`src/rtl/ascii_conv_arbiter.sv`:
```
// ============================================================================
// Module   : ascii_conv_arbiter
// Brief    : Round-robin sharing of one binary-to-ASCII converter among N
//            requesters, with converter start/done sequencing and timeout.
// Revision : 1.0
// ============================================================================
`default_nettype none

module ascii_conv_arbiter #(
  parameter int N       = 4,
  parameter int IDXW    = 2,
  parameter int TIMEOUT = 64
) (
  input  logic              clk,
  input  logic              rstN,
  input  logic [N-1:0]      req_valid,
  input  logic [8*N-1:0]    req_bin,
  output logic [N-1:0]      req_ready,
  output logic [N-1:0]      rsp_valid,
  output logic [31:0]       rsp_ascii,
  output logic              rsp_err,
  output logic              conv_start,
  output logic [7:0]        conv_bin,
  input  logic [31:0]       conv_ascii,
  input  logic              conv_done,
  input  logic              conv_busy,
  output logic              arb_busy,
  output logic [IDXW-1:0]   arb_owner
);

  localparam logic [1:0]  S_IDLE    = 2'd0;
  localparam logic [1:0]  S_ISSUE   = 2'd1;
  localparam logic [1:0]  S_WAIT    = 2'd2;
  localparam logic [1:0]  S_DELIVER = 2'd3;

  localparam logic [15:0]     c_TO_LAST  = 16'(TIMEOUT - 1);
  localparam logic [31:0]     c_ERR_WORD = 32'h3F3F3F3F;
  localparam logic [IDXW-1:0] c_LAST_IDX = IDXW'(N - 1);

  logic [1:0]      r_state;
  logic [1:0]      w_nextState;
  logic [IDXW-1:0] r_ptr;
  logic [IDXW-1:0] r_owner;
  logic [15:0]     r_cnt;
  logic [7:0]      r_convBin;
  logic [N-1:0]    r_reqReady;
  logic [N-1:0]    r_rspValid;
  logic [31:0]     r_rspAscii;
  logic            r_rspErr;

  logic [IDXW-1:0] w_pick;
  logic            w_anyReq;
  logic            w_convStart;
  logic            w_arbBusy;
  logic            w_timeout;
  logic [N-1:0]    w_ownerOneHot;

  // Descending scan so the requester closest above the pointer wins.
  always_comb begin
    logic [IDXW:0] idx;
    idx      = '0;
    w_pick   = '0;
    w_anyReq = 1'b0;
    for (int k = N - 1; k >= 0; k--) begin
      idx = {1'b0, r_ptr} + (IDXW+1)'(k);
      if (idx >= (IDXW+1)'(N)) begin
        idx = idx - (IDXW+1)'(N);
      end
      if (req_valid[idx[IDXW-1:0]]) begin
        w_pick   = idx[IDXW-1:0];
        w_anyReq = 1'b1;
      end
    end
  end

  assign w_timeout     = (r_cnt == c_TO_LAST);
  assign w_ownerOneHot = N'(1) << r_owner;

  always_ff @(posedge clk or negedge rstN) begin
    if (!rstN) begin
      r_state <= S_IDLE;
    end else begin
      r_state <= w_nextState;
    end
  end

  always_comb begin
    w_nextState = r_state;
    case (r_state)
      S_IDLE:    if (w_anyReq) w_nextState = S_ISSUE;
      S_ISSUE:   if (w_convStart) w_nextState = S_WAIT;
      S_WAIT:    if (conv_done || w_timeout) w_nextState = S_DELIVER;
      S_DELIVER: w_nextState = S_IDLE;
      default:   w_nextState = S_IDLE;
    endcase
  end

  always_comb begin
    w_convStart = (r_state == S_ISSUE) && !conv_busy;
    w_arbBusy   = (r_state != S_IDLE);
  end

  always_ff @(posedge clk or negedge rstN) begin
    if (!rstN) begin
      r_ptr      <= '0;
      r_owner    <= '0;
      r_cnt      <= '0;
      r_convBin  <= '0;
      r_reqReady <= '0;
      r_rspValid <= '0;
      r_rspAscii <= '0;
      r_rspErr   <= 1'b0;
    end else begin
      r_reqReady <= '0;
      r_rspValid <= '0;
      case (r_state)
        S_IDLE: begin
          if (w_anyReq) begin
            r_owner    <= w_pick;
            r_convBin  <= req_bin[{w_pick, 3'b000} +: 8];
            r_reqReady <= N'(1) << w_pick;
          end
        end
        S_ISSUE: begin
          if (w_convStart) begin
            r_cnt <= '0;
          end
        end
        S_WAIT: begin
          r_cnt <= r_cnt + 16'd1;
          // A done landing on the last count still returns real data.
          if (conv_done) begin
            r_rspAscii <= conv_ascii;
            r_rspErr   <= 1'b0;
            r_rspValid <= w_ownerOneHot;
          end else if (w_timeout) begin
            r_rspAscii <= c_ERR_WORD;
            r_rspErr   <= 1'b1;
            r_rspValid <= w_ownerOneHot;
          end
        end
        S_DELIVER: begin
          r_ptr <= (r_owner == c_LAST_IDX) ? '0 : r_owner + IDXW'(1);
        end
        default: ;
      endcase
    end
  end

  assign req_ready  = r_reqReady;
  assign rsp_valid  = r_rspValid;
  assign rsp_ascii  = r_rspAscii;
  assign rsp_err    = r_rspErr;
  assign conv_start = w_convStart;
  assign conv_bin   = r_convBin;
  assign arb_busy   = w_arbBusy;
  assign arb_owner  = r_owner;

endmodule

`default_nettype wire
```
`config.mk`:
```
export PLATFORM = sky130hd
export DESIGN_NAME = ascii_conv_arbiter
export DESIGN_NICKNAME = d
export VERILOG_FILES = /design/src/rtl/ascii_conv_arbiter.sv
export SDC_FILE = /design/constraint.sdc
export NUM_CORES = 1
export LEC_CHECK = 0
export CAP_MARGIN = 20
export CORE_MARGIN = 3
export CORE_UTILIZATION = 35
export CTS_CLUSTER_SIZE = 40
export DETAILED_ROUTE_END_ITERATION = 7
export GPL_TIMING_DRIVEN = 0
export PLACE_DENSITY = 0.66
export SLEW_MARGIN = 20
export SYNTH_ARGS = -nofsm -noshare
export SYNTH_HDL_FRONTEND = slang
export SYNTH_SLANG_ARGS = --single-unit
```
`constraint.sdc`:
```
create_clock -name clk -period 1.9 [get_ports clk]
set_input_delay 0.475 -clock clk [delete_from_list [all_inputs] [get_ports clk]]
set_output_delay 0.475 -clock clk [all_outputs]
set_load 0.05 [all_outputs]
```
# Word level (Yosys, flattened, before mapping)
# Cells that the tools add are included.
# W data, S select, Z words.
# totals
reg_bits	71
inputBits	72
out_inout_bits	53
elab_cells	84
# op_classes
add_sub_neg	9
order_cmp	8
n_eq_ne	8
n_shift	3
muxes	36
n_reduce_logical	11
# ops
operator	n
$mux W32	2
$pmux W16 S2	1
$shiftx A32 B6 Y8	1
$mux W2	12
$mux W4	5
$add A16 B1 Y16 const B	1
$eq A16 B6 Y1 const B	1
$mux W16	1
$lt A2 B3 Y1 const B	4
$mux W1	10
$ge A3 B3 Y1 const B	3
$bmux W1 S2	4
$pmux W2 S4	1
$shl A1 B2 Y4 const A	2
$sub A2 B1 Y2 const B	4
$add A2 B2 Y3 const B	2
$eq A2 B2 Y1 const B	3
$ne A2 B2 Y1 const B	3
$reduce_and A2 Y1	3
$reduce_bool A2 Y1	3
$add A2 B1 Y3 const B	1
$ge A2 B3 Y1 const B	1
$reduce_and A3 Y1	1
$add A2 B1 Y2 const B	1
5 further kinds	5

# Logic depth before layout (Yosys ltp)
# Gate-level depths: netlist of run 1.
# depth
ltp_word	12
depth_mapped	8

# Worst setup path after synthesis of run 1
# No wires, ideal clock.
# synth_timing
kind	flip-flop to flip-flop
startpoint	register r_state[1]
endpoint	register r_cnt[10]
arrival_time_ns	2.078
t_required_ns	1.779
slack_ns	-0.299
stages_incl_launch_ff	7
n_path_buf	1
synth_period_minus_slack_ns	2.199
cell_sequence	dfrtp_1 inv_1 ha_1 nor2b_1 nor2b_1 buf_2 nor2_1
# synth_via
elab_chain_len	4
# synth_lines
item	line	rtl
start, declared	40	logic [1:0] r_state;
start signal, assigned	83	r_state <= w_nextState;
$eq A2 B1 Y1	99	w_convStart = (r_state == S_ISSUE) && !conv_busy;
$logic_and A1 B1 Y1	99	
net conv_start	22	output logic conv_start,
$ne A2 B2 Y1 (no source line)	-	
$reduce_and A2 Y1 (no source line)	-	
end signal, assigned	130	r_cnt <= r_cnt + 16'd1;
end, declared	44	logic [15:0] r_cnt;
# The timed path passes the listed nets, and every way through them passes these cells.
# A chain may end at the register's enable or synchronous reset.

# Worst setup path in the final report of run 1
# layout_timing
startpoint	register r_state[1]
endpoint	output port conv_start
# layout_via
elab_chain_len	2
# layout_lines
item	line
$eq A2 B1 Y1	99
$logic_and A1 B1 Y1	99
end, declared	22
# Every way passes these cells.

==> results of run 1 <==
## path summary, 6_finish.rpt
| check | endpoint | slack, ns | depth (start not counted) |
|---|---|---|---|
| max | conv_start | 0.005 | 4 |
| min | r_cnt[11]$_DFFE_PN0P_ | 0.02 | 1 |
| max reg2reg | req_ready[1]$_DFF_PN0_ | 0.04 | 6 |
| min reg2reg | rsp_err$_DFFE_PN0P_ | 0.50 | 2 |
| max in group asynchronous | conv_bin[1]$_DFFE_PN0P_ | 1.34 | 2 |
| min in group clk | rsp_err$_DFFE_PN0P_ | 0.50 | 2 |
## cells by family (layout without fill, tap and decap cells)
family | Yosys count | in the layout
xor gates and xnor gates | 7 | 7
buffers and inverters | 23 | 171
adders and majority gates | 9 | 9
and+or+nand+nor | 84 | 84
muxes | 11 | 11
DFF | 71 | 71
AOI/OAI and AO/OA | 88 | 88
## per-layer routing
metal	up-vias	global-route usage, %	share of wire, %
met4	0	5.98	1.6
met1	1459	23.6	46
met5	-	0	0
met2	73	27.0	48
met3	11	3.69	4.6
li1	1388	-	-
## registers in the layout, summed over array words and instances, names as in the netlist
register	flops
r_cnt	16
req_ready	4
conv_bin	8
rsp_ascii	32
r_ptr	2
r_state	2
arb_owner	2
rsp_err	1
rsp_valid	4
## per-stage QoR
step,TNS [ns],instances,instance area (um2)
3_5_place_dp,-9.85,544,4750
2_1_floorplan,0,293,3320
5_1_grt,-0.381,567,5160
6_report,0,567,5160
4_1_cts,-0.0473,560,4910
3_3_place_gp,-160.19,543,4720
## report_power, final
part           internal (mW)  leakage [nW]  total [mW]  switching [mW]
clock                  0.613        0.0891        1.22           0.609
combinational           1.62          1.22        4.78            3.16
sequential              2.07         0.876        2.40           0.327
## layout by cell type, fill, tap and decap left out, types with 3 or more instances in the layout
| cell type | n |
|---|---|
| dfrtp_1 | 70 |
| clkdlybuf4s50_1 | 69 |
| dlygate4sd2_1 | 51 |
| nand2_1 | 25 |
| o22a_1 | 24 |
| buf_4 | 15 |
| nor2_1 | 14 |
| o21ai_0 | 11 |
| a22o_1 | 9 |
| clkbuf_8 | 9 |
| a21oi_1 | 8 |
| mux2i_1 | 8 |
| o211ai_1 | 8 |
| inv_1 | 7 |
| xnor2_1 | 7 |
| a41oi_2 | 7 |
| and2_1 | 6 |
| or3_1 | 6 |
| a221oi_2 | 6 |
| ha_1 | 5 |
| nand3_1 | 4 |
| nor3_1 | 4 |
| nand2_2 | 3 |
| buf_2 | 3 |
| mux2_2 | 3 |
| ha_4 | 3 |
| clkinvlp_4 | 3 |
## worst max-delay path: stages, from the launching register on
cell and delay [ns]:
dfrtp_1 0.43, inv_2 0.11, ha_4 0.19, nor2b_4 0.17, buf_6 0.17
## final cells by class
type | count | share of cell area (%)
Buffer | 13 | 1.65
Clock buffer | 10 | 2.47
Clock inverter | 6 | 1.36
Inverter | 8 | 0.582
Multi-Input combinational cell | 199 | 31.8
Sequential cell | 71 | 34.5
Tap cell | 126 | 3.06
Timing Repair Buffer | 134 | 24.6
## what timing repair did
| item | 4_1_cts | 5_1_grt |
|---|---|---|
| resized for setup | 71 | 44 |
| setup endpoints to repair | 63 | 53 |
| cloned | 0 | 1 |
| pin swaps | 0 | 5 |
| setup buffers | 0 | 8 |
==> key figures, run 1 <==
Run status
  • Status: completed

Drt
  • DRC viols: 0
  • Final WL: 9.37 mm
  • Vias: 2931
  • Initial DRC count: 61
  • Vias per cell: 5.17
  • First-pass DRT Iterations: 4
  • WL per Instance: 16.5 um
  • Routed Antenna Nets: 0

Synth
  • Largest family of logic cells by synthesized area: compound AO/OA/AOI/OAI gates
  • Synth Area in Adders: 3.40%
  • Mapped Cells: 293
  • Syn Area/Cell: 11.3 um2
  • Ys Warns: 0
  • Largest area contributor in the netlist: dfrtp_1
  • Synth Register Bits: 71
  • Synthesized area: ~0.0033 mm2
  • Count leader, synth: dfrtp_1
  • Post-synthesis mux area share: 3.43%
  • Yosys top cell area share: 53.6%
  • Post-synthesis simple-gate area fraction: between 10% and 20%
  • Syn Nets: approximately 370
  • Sequential area share after synthesis: 53.6%
  • Yosys cell types: 48
  • Post-synth EDFFs: 0
  • Top cells by area, synth: dfrtp_1 (54%), o22a_1 (6.3%), ha_1 (3.4%), nand2_1 (3.1%), mux2i_1 (2.4%)
  • Post-synth top flop: dfrtp_1
  • Post-Synth XOR/XNOR Area: 1.85%
  • Compound-Gate Fraction of Synth Area: 21.5%
  • Async set-reset flop share out of synthesis: 100%
  • Most frequent cells after synthesis: dfrtp_1 (71), nand2_1 (27), o22a_1 (24)

CTS
  • Clock Pin Slew Worst Setup and Hold Paths: 0.08 ns
  • Clk_lat worst skew: 0.35 ns
  • Clock buffer depth: 2
  • Hold_buf cts: 0
  • H-tree Lvls: 3
  • CTS sink cnt: 71
  • CTS tree: done
  • TritonCTS Buffers: 9
  • CTS root buf: clkbuf_8

Final layout
  • Sequential Area: 0.00178 mm2
  • # fillers: 787
  • Layout cell share with drive strength beyond 1: 18.4%
  • Finished Core Util: 57.5%
  • Multi-input gate area in the final layout: 0.00164 mm2
  • Final nets: roughly 520
  • N_diodes: 0
  • Area Growth Syn to Fin: 55.6%

Place
  • Place WS: -0.599 ns
  • Post-DP HPWL: roughly 6.7 mm
  • RePlAce Congestion: 0.816
  • Port Buffer Count: 124

Critical path
  • CP startpoint kind: register
  • CP endpoint kind: output port
  • Arr. time, crit path: 1.42 ns
  • Reg2reg start: r_state[0]$_DFFE_PN0P_
  • Critical Path Fanout Max: 7
  • CP Class: reg2out
  • Critical Path Start: r_state[1]$_DFFE_PN0P_
  • Worst Path Required: 1.42 ns

Die
  • Rows: 34
  • Die height: 103 um
  • Initial Utilization: 36.9%
  • Chip width: 103 um
  • IO Pins: 125
  • Core area: 0.00898 mm2
  • Die area: approximately 0.011 mm2

Global route
  • Antenna violations before repair: 0
  • GR Overflow Total: 0
  • Gr usage total: 17.2%
  • Largest net degree at the start of global routing: 51
  • First-pass GRT wire length: 14.2 mm
  • Vias in the first global route: between 2000 and 3000

STA
  • Worst setup margin: about 0.0053 ns
  • Peak Freq: 0.528 GHz
  • Part of the cycle the worst path needs: 99.7%
  • Setup-failing EPs final: 0
  • Skew final: 0.00898 ns
  • Slew @ Worst Pin: 0.584 ns
  • Final-report hold violation count: 0
  • RSZ-0062 raised after global routing: yes
  • Worst rel slew slack: 61.0%
  • Max-slew violation count: 0
  • Hold Slack: around 0.024 ns
  • Fin crit period: around 1.9 ns

Power and ir drop
  • Tot Pwr: 8.40 mW
  • Static Leak: 2.19 nW
  • Pwr dens: 1630 mW/mm2
  • Worst vdd ir: 0.000587 V

Run
  • Number of max-cap violations: 0

Min path
  • Worst Hold Class: in2async
(Power assumes the default switching activity.)
==> inputs of run 2 (changes only) <==
--- a/config.mk
+++ b/config.mk
@@ -6,12 +6,13 @@
 export NUM_CORES = 1
 export LEC_CHECK = 0
 export CAP_MARGIN = 20
+export CORE_ASPECT_RATIO = 2
 export CORE_MARGIN = 3
-export CORE_UTILIZATION = 35
+export CORE_UTILIZATION = 40
 export CTS_CLUSTER_SIZE = 40
 export DETAILED_ROUTE_END_ITERATION = 7
 export GPL_TIMING_DRIVEN = 0
-export PLACE_DENSITY = 0.66
+export PLACE_DENSITY = 0.74
 export SLEW_MARGIN = 20
 export SYNTH_ARGS = -nofsm -noshare
 export SYNTH_HDL_FRONTEND = slang
==> constraint.sdc (replaced) <==
create_clock -name clk -period 1.9 [get_ports clk]
set_input_delay 0.475 -clock clk [delete_from_list [all_inputs] [get_ports clk]]
set_output_delay 0.475 -clock clk [all_outputs]
set_load 0.005 [all_outputs]
==> key figures, run 2 (same netlist as run 1, synthesis figures left out) <==
Power and ir drop
  • Pwr dens: between 1000 and 1500 mW/mm2
  • Static Leak: 2.17 nW
  • Worst vdd ir: slightly above 0.0009 V
  • Tot Pwr: about 7.6 mW

Global route
  • Largest net degree at the start of global routing: between 40 and 50
  • Vias in the first global route: about 3000
  • First-pass GRT wire length: 15.5 mm
  • GR Overflow Total: 0
  • Antenna violations before repair: 0
  • Gr usage total: a little over a fifth

Drt
  • Final WL: 9.87 mm
  • Top Metal Used: met4
  • WL met1: 3.34 mm
  • DRC viols: 0
  • First-pass DRT Iterations: 4
  • Initial DRC count: 129
  • Wire length on met3: 440 um
  • Vias: about 3000
  • WL per Instance: 18.3 um
  • Routed Antenna Nets: 0
  • Vias per cell: 5.48
  • Metal2 WL: about 6 mm

STA
  • Final-report hold violation count: 0
  • Worst setup margin: 0.0219 ns
  • Setup-failing EPs final: 0
  • Part of the cycle the worst path needs: around 99%
  • RSZ-0062 raised after global routing: yes
  • Max-slew violation count: 0
  • Skew final: 0.00469 ns
  • Worst rel slew slack: 73.2%
  • Fin crit period: 1.88 ns
  • Slew @ Worst Pin: 0.398 ns
  • Peak Freq: 0.532 GHz

CTS
  • TritonCTS Buffers: 9
  • CTS root buf: clkbuf_16
  • Clk_lat worst skew: 0.33 ns
  • Clock buffer depth: 2
  • CTS tree: done
  • Hold_buf cts: 0
  • H-tree Lvls: 3
  • Clock Pin Slew Worst Setup and Hold Paths: 0.05 ns
  • CTS sink cnt: 71

Final layout
  • Most common cell after layout, fill and taps aside: clkdlybuf4s50_1
  • Commonest cells after routing, fill and taps aside: clkdlybuf4s50_1 (117), dfrtp_1 (70), nand2_1 (26), o22a_1 (24), buf_4 (17)
  • Max reg flops: 32
  • Final nets: 520
  • Layout cell share with drive strength beyond 1: 18.7%
  • N_diodes: 0
  • Post-Layout Cell Count: 540
  • # fillers: 620
  • Finished Core Util: 66.5%
  • Area Growth Syn to Fin: 60.3%
  • Fin area: 0.00532 mm2

Critical path
  • CP endpoint kind: register
  • Register-to-Register Setup Slack: ~0.022 ns
  • Arr. time, crit path: 2.09 ns
  • Worst Path Required: 2.11 ns
  • Slowest stage cell on the critical path: dfrtp_1
  • Reg2reg start: r_cnt[11]$_DFFE_PN0P_
  • CP Class: reg2reg
  • Critical Path Fanout Max: 4
  • CP delay by family, top: simple AND/OR/NAND/NOR gates
  • Worst path buffer plus inverter count: 0
  • Critical Path Max Stage Delay: around 0.42 ns
  • CP Cell Sequence: nor4_2 > and4_1 > nor3b_1 > a221oi_2 > mux2_2
  • RR Endpoint: r_state[1]$_DFFE_PN0P_
  • R2R depth: 5
  • CP startpoint kind: register

Place
  • Port Buffer Count: 124
  • Area post-placement: 0.00470 mm2
  • Place WS: -0.377 ns
  • Post-DP HPWL: between 6 and 7 mm
  • RePlAce Congestion: 0.819
  • Dpl cells: 514

Die
  • Chip width: 70.4 um
  • Initial Utilization: 41.4%
  • Die height: 135 um
  • Core area: ~0.0080 mm2
  • Die area: about 0.0095 mm2
  • IO Pins: 125
  • Rows: 46

Run status
  • Status: completed

Run
  • Number of max-cap violations: 0

Min path
  • Worst Hold Class: in2async
run 2: cell count changes in the layout (fill, tap and decap cells not counted), moves of 7 or more:
cell             previous run  this run
clkbuf_16                   0         9
dlygate4sd2_1              51         2
clkbuf_8                    9         2
clkdlybuf4s50_1            69       117
run 2: layout make-up:
type                    instances  area [um2]  area share, %
clock buffers                  12         256           4.82
plain buffers                  12        81.3           1.53
well taps                      96         120           2.26
multi-input cells             200        1640           30.9
flip-flops and latches         71        1780           33.4
repair buffers                137        1360           25.5
clock inverters                 4        53.8           1.01
inverters                       8        30.0          0.565
run 2: per-stage QoR:
stage          TNS (ns)  hold WS, ns
6_report              0       0.0594
5_1_grt          -0.203       0.0851
4_1_cts         -0.0947       0.0615
3_5_place_dp      -7.95        0.414
3_3_place_gp    -152.05        0.479
2_1_floorplan         0        0.179
run 2: timing repair:
item	4_1_cts	5_1_grt
resized for setup	26	34
gates cloned	0	2
pin swaps	2	5
endpoints found under the hold margin	0	0
endpoints found under the setup margin	16	45
buffers inserted	9	2
run 2: report_power, final:
| part | internal (mW) | switching (mW) |
|---|---|---|
| Combinational | 1.96 | 1.54 |
| Sequential | 2.08 | 0.342 |
| Clock | 1.09 | 0.623 |
run 2: worst reg2reg max path, stage by stage (launching register included):
cell and delay, ns:
dfrtp_1 0.42, nor4_2 0.34, and4_1 0.32, nor3b_1 0.08, a221oi_2 0.23, mux2_2 0.37
run 2: worst max path at each step:
stage / start / end / slack (ns) / cells after the start
5_1_grt: r_cnt[10]$_DFFE_PN0P_ / r_state[1]$_DFFE_PN0P_ / -0.05 / 5
4_1_cts: r_state[0]$_DFFE_PN0P_ / r_cnt[9]$_DFFE_PN0P_ / -0.06 / 7
3_3_place_gp: rstN / rsp_ascii[26]$_DFFE_PN0P_ / -2.05 / 1
3_5_place_dp: req_valid[1] / conv_bin[0]$_DFFE_PN0P_ / -0.38 / 7
2_1_floorplan: r_cnt[0]$_DFFE_PN0P_ / rsp_ascii[25]$_DFFE_PN0P_ / 0.19 / 7
6_report: r_cnt[11]$_DFFE_PN0P_ / r_state[1]$_DFFE_PN0P_ / 0.02 / 5
run 2: layer usage:
layer | vias to the layer above | GRT usage, %
met2 | 87 | 40.2
met1 | 1465 | 21.1
li1 | 1392 | -
met3 | 17 | 4.69
met5 | - | 0
met4 | 0 | 7.78
==> inputs of run 3 (changes only) <==
==> constraint.sdc (replaced) <==
create_clock -name clk -period 1.8 [get_ports clk]
set_input_delay 0.45 -clock clk [delete_from_list [all_inputs] [get_ports clk]]
set_output_delay 0.45 -clock clk [all_outputs]
set_load 0.005 [all_outputs]
==> key figures, run 3 (same netlist as run 1, synthesis figures left out) <==
Min path
  • Worst Hold Class: in2async

CTS
  • Clock buffer depth: 2
  • TritonCTS Buffers: 9
  • Clock Pin Slew Worst Setup and Hold Paths: 0.05 ns
  • Clk_lat worst skew: 0.33 ns
  • CTS sink cnt: between 70 and 80
  • CTS root buf: clkbuf_16
  • H-tree Lvls: 3
  • CTS tree: done
  • Hold_buf cts: 0

Critical path
  • Critical Path Fanout Max: 4
  • Worst Path Required: 2.01 ns
  • CP Cell Sequence: nor4_2 > and4_4 > nor3b_2 > a221oi_2 > mux2_4
  • CP endpoint kind: register
  • Arr. time, crit path: 2.04 ns
  • Slowest stage cell on the critical path: dfrtp_1
  • Critical Path Max Stage Delay: 0.42 ns
  • Worst path buffer plus inverter count: 0
  • CP delay by family, top: simple AND/OR/NAND/NOR gates
  • CP startpoint kind: register
  • CP Class: reg2reg

Final layout
  • Post-Layout Cell Count: 545
  • Most common cell after layout, fill and taps aside: clkdlybuf4s50_1
  • N_diodes: 0
  • Layout cell share with drive strength beyond 1: 20.5%
  • Max reg flops: 32
  • Final nets: 525
  • Fin area: about 0.0054 mm2
  • Multi-input gate area in the final layout: 0.00167 mm2
  • Area Growth Syn to Fin: 62.7%
  • Sequential Area: 0.00178 mm2
  • Commonest cells after routing, fill and taps aside: clkdlybuf4s50_1 (116), dfrtp_1 (68), nand2_1 (26), o22a_1 (24), buf_4 (17)
  • # fillers: just over 600

Power and ir drop
  • Pwr dens: roughly 1500 mW/mm2
  • Worst vdd ir: 0.000977 V
  • Static Leak: roughly 2.2 nW

Die
  • Rows: 46
  • Core area: around 0.008 mm2
  • Die area: around 0.0095 mm2
  • IO Pins: 125
  • Die height: around 130 um
  • Chip width: 70.4 um
  • Initial Utilization: about two fifths

Place
  • RePlAce Congestion: about 0.8
  • Dpl cells: 514
  • Post-DP HPWL: about 6.9 mm
  • Area post-placement: 0.00470 mm2
  • Port Buffer Count: 124

Run status
  • Failing checks: negative setup slack
  • Status: finished with violations

STA
  • Max-slew violation count: 0
  • Worst rel slew slack: a little over 70%
  • Final-report hold violation count: 0
  • Skew final: 0.00445 ns
  • Slew @ Worst Pin: 0.409 ns
  • Fin Setup TNS: -0.0314 ns
  • Setup-failing EPs final: 1
  • Hold Slack: 0.0330 ns
  • RSZ-0062 raised after global routing: yes
  • Part of the cycle the worst path needs: 102%
  • Fin crit period: roughly 1.8 ns
  • Worst setup margin: -0.0314 ns
  • Peak Freq: 0.546 GHz

Run
  • Number of max-cap violations: 0

Drt
  • Vias per cell: 5.51
  • First-pass DRT Iterations: 5
  • Routed Antenna Nets: 0
  • DRC viols: 0
  • Final WL: about 10 mm
  • Vias: around 3000
  • WL per Instance: roughly 18 um
  • Initial DRC count: approximately 120

Global route
  • Largest net degree at the start of global routing: 47
  • Antenna violations before repair: 0
  • Gr usage total: 20.9%
  • GR Overflow Total: 0
  • Vias in the first global route: 3068
  • First-pass GRT wire length: 15.5 mm
## run 3: final timing paths
check,from,endpoint,slack [ns],depth (start not counted)
setup reg to reg,r_cnt[11]$_DFFE_PN0P_,r_state[1]$_DFFE_PN0P_,-0.03,5
min in group clk,rsp_err$_DFFE_PN0P_,rsp_err$_DFFE_PN0P_,0.49,2
max in group asynchronous,rstN,r_state[1]$_DFFE_PN0P_,1.23,2
hold reg to reg,rsp_err$_DFFE_PN0P_,rsp_err$_DFFE_PN0P_,0.49,2
setup / recovery,r_cnt[11]$_DFFE_PN0P_,r_state[1]$_DFFE_PN0P_,-0.03,5
hold / removal,rstN,r_cnt[12]$_DFFE_PN0P_,0.03,1
## run 3: cell type report
class | count | area share [%]
clock inverter | 4 | 0.997
tap | 96 | 2.23
buffer | 12 | 1.60
timing repair buffer | 141 | 25.9
inverter | 8 | 0.557
clock buffer | 12 | 4.76
multi-input combinational | 201 | 31.0
sequential | 71 | 33.0
## run 3: stage by stage
step / util, % / total power [mW] / worst slack (ns)
floorplan: - / 4.11 / 0.0920
global placement: 58.5 / 5.68 / -2.13
detailed placement: 58.8 / 5.80 / -0.452
CTS: 65.0 / 7.98 / -0.0320
global route: 67.4 / 8.74 / -0.119
finish: 67.4 / 8.27 / -0.0314
## run 3: where the power goes
group | leakage, nW | internal [mW] | switching [mW]
Clock | 0.145 | 1.15 | 0.661
Combinational | 1.19 | 2.21 | 1.69
Sequential | 0.873 | 2.20 | 0.366
## run 3: repair_timing
item                       4_1_cts  5_1_grt
setup endpoints to repair       52       36
gates resized for setup         41       37
cloned                           1        4
pin swaps                        3        9
buffers inserted                10        3
## run 3: layer usage
layer	vias up	routed length, um	GRT usage, %	part of all wire, %
li1	1399	-	-	-
met5	-	0	0	0
met4	0	423	8.85	4.2
met1	1459	3430	21.6	34
met3	35	487	4.47	4.8
met2	108	5710	39.4	57
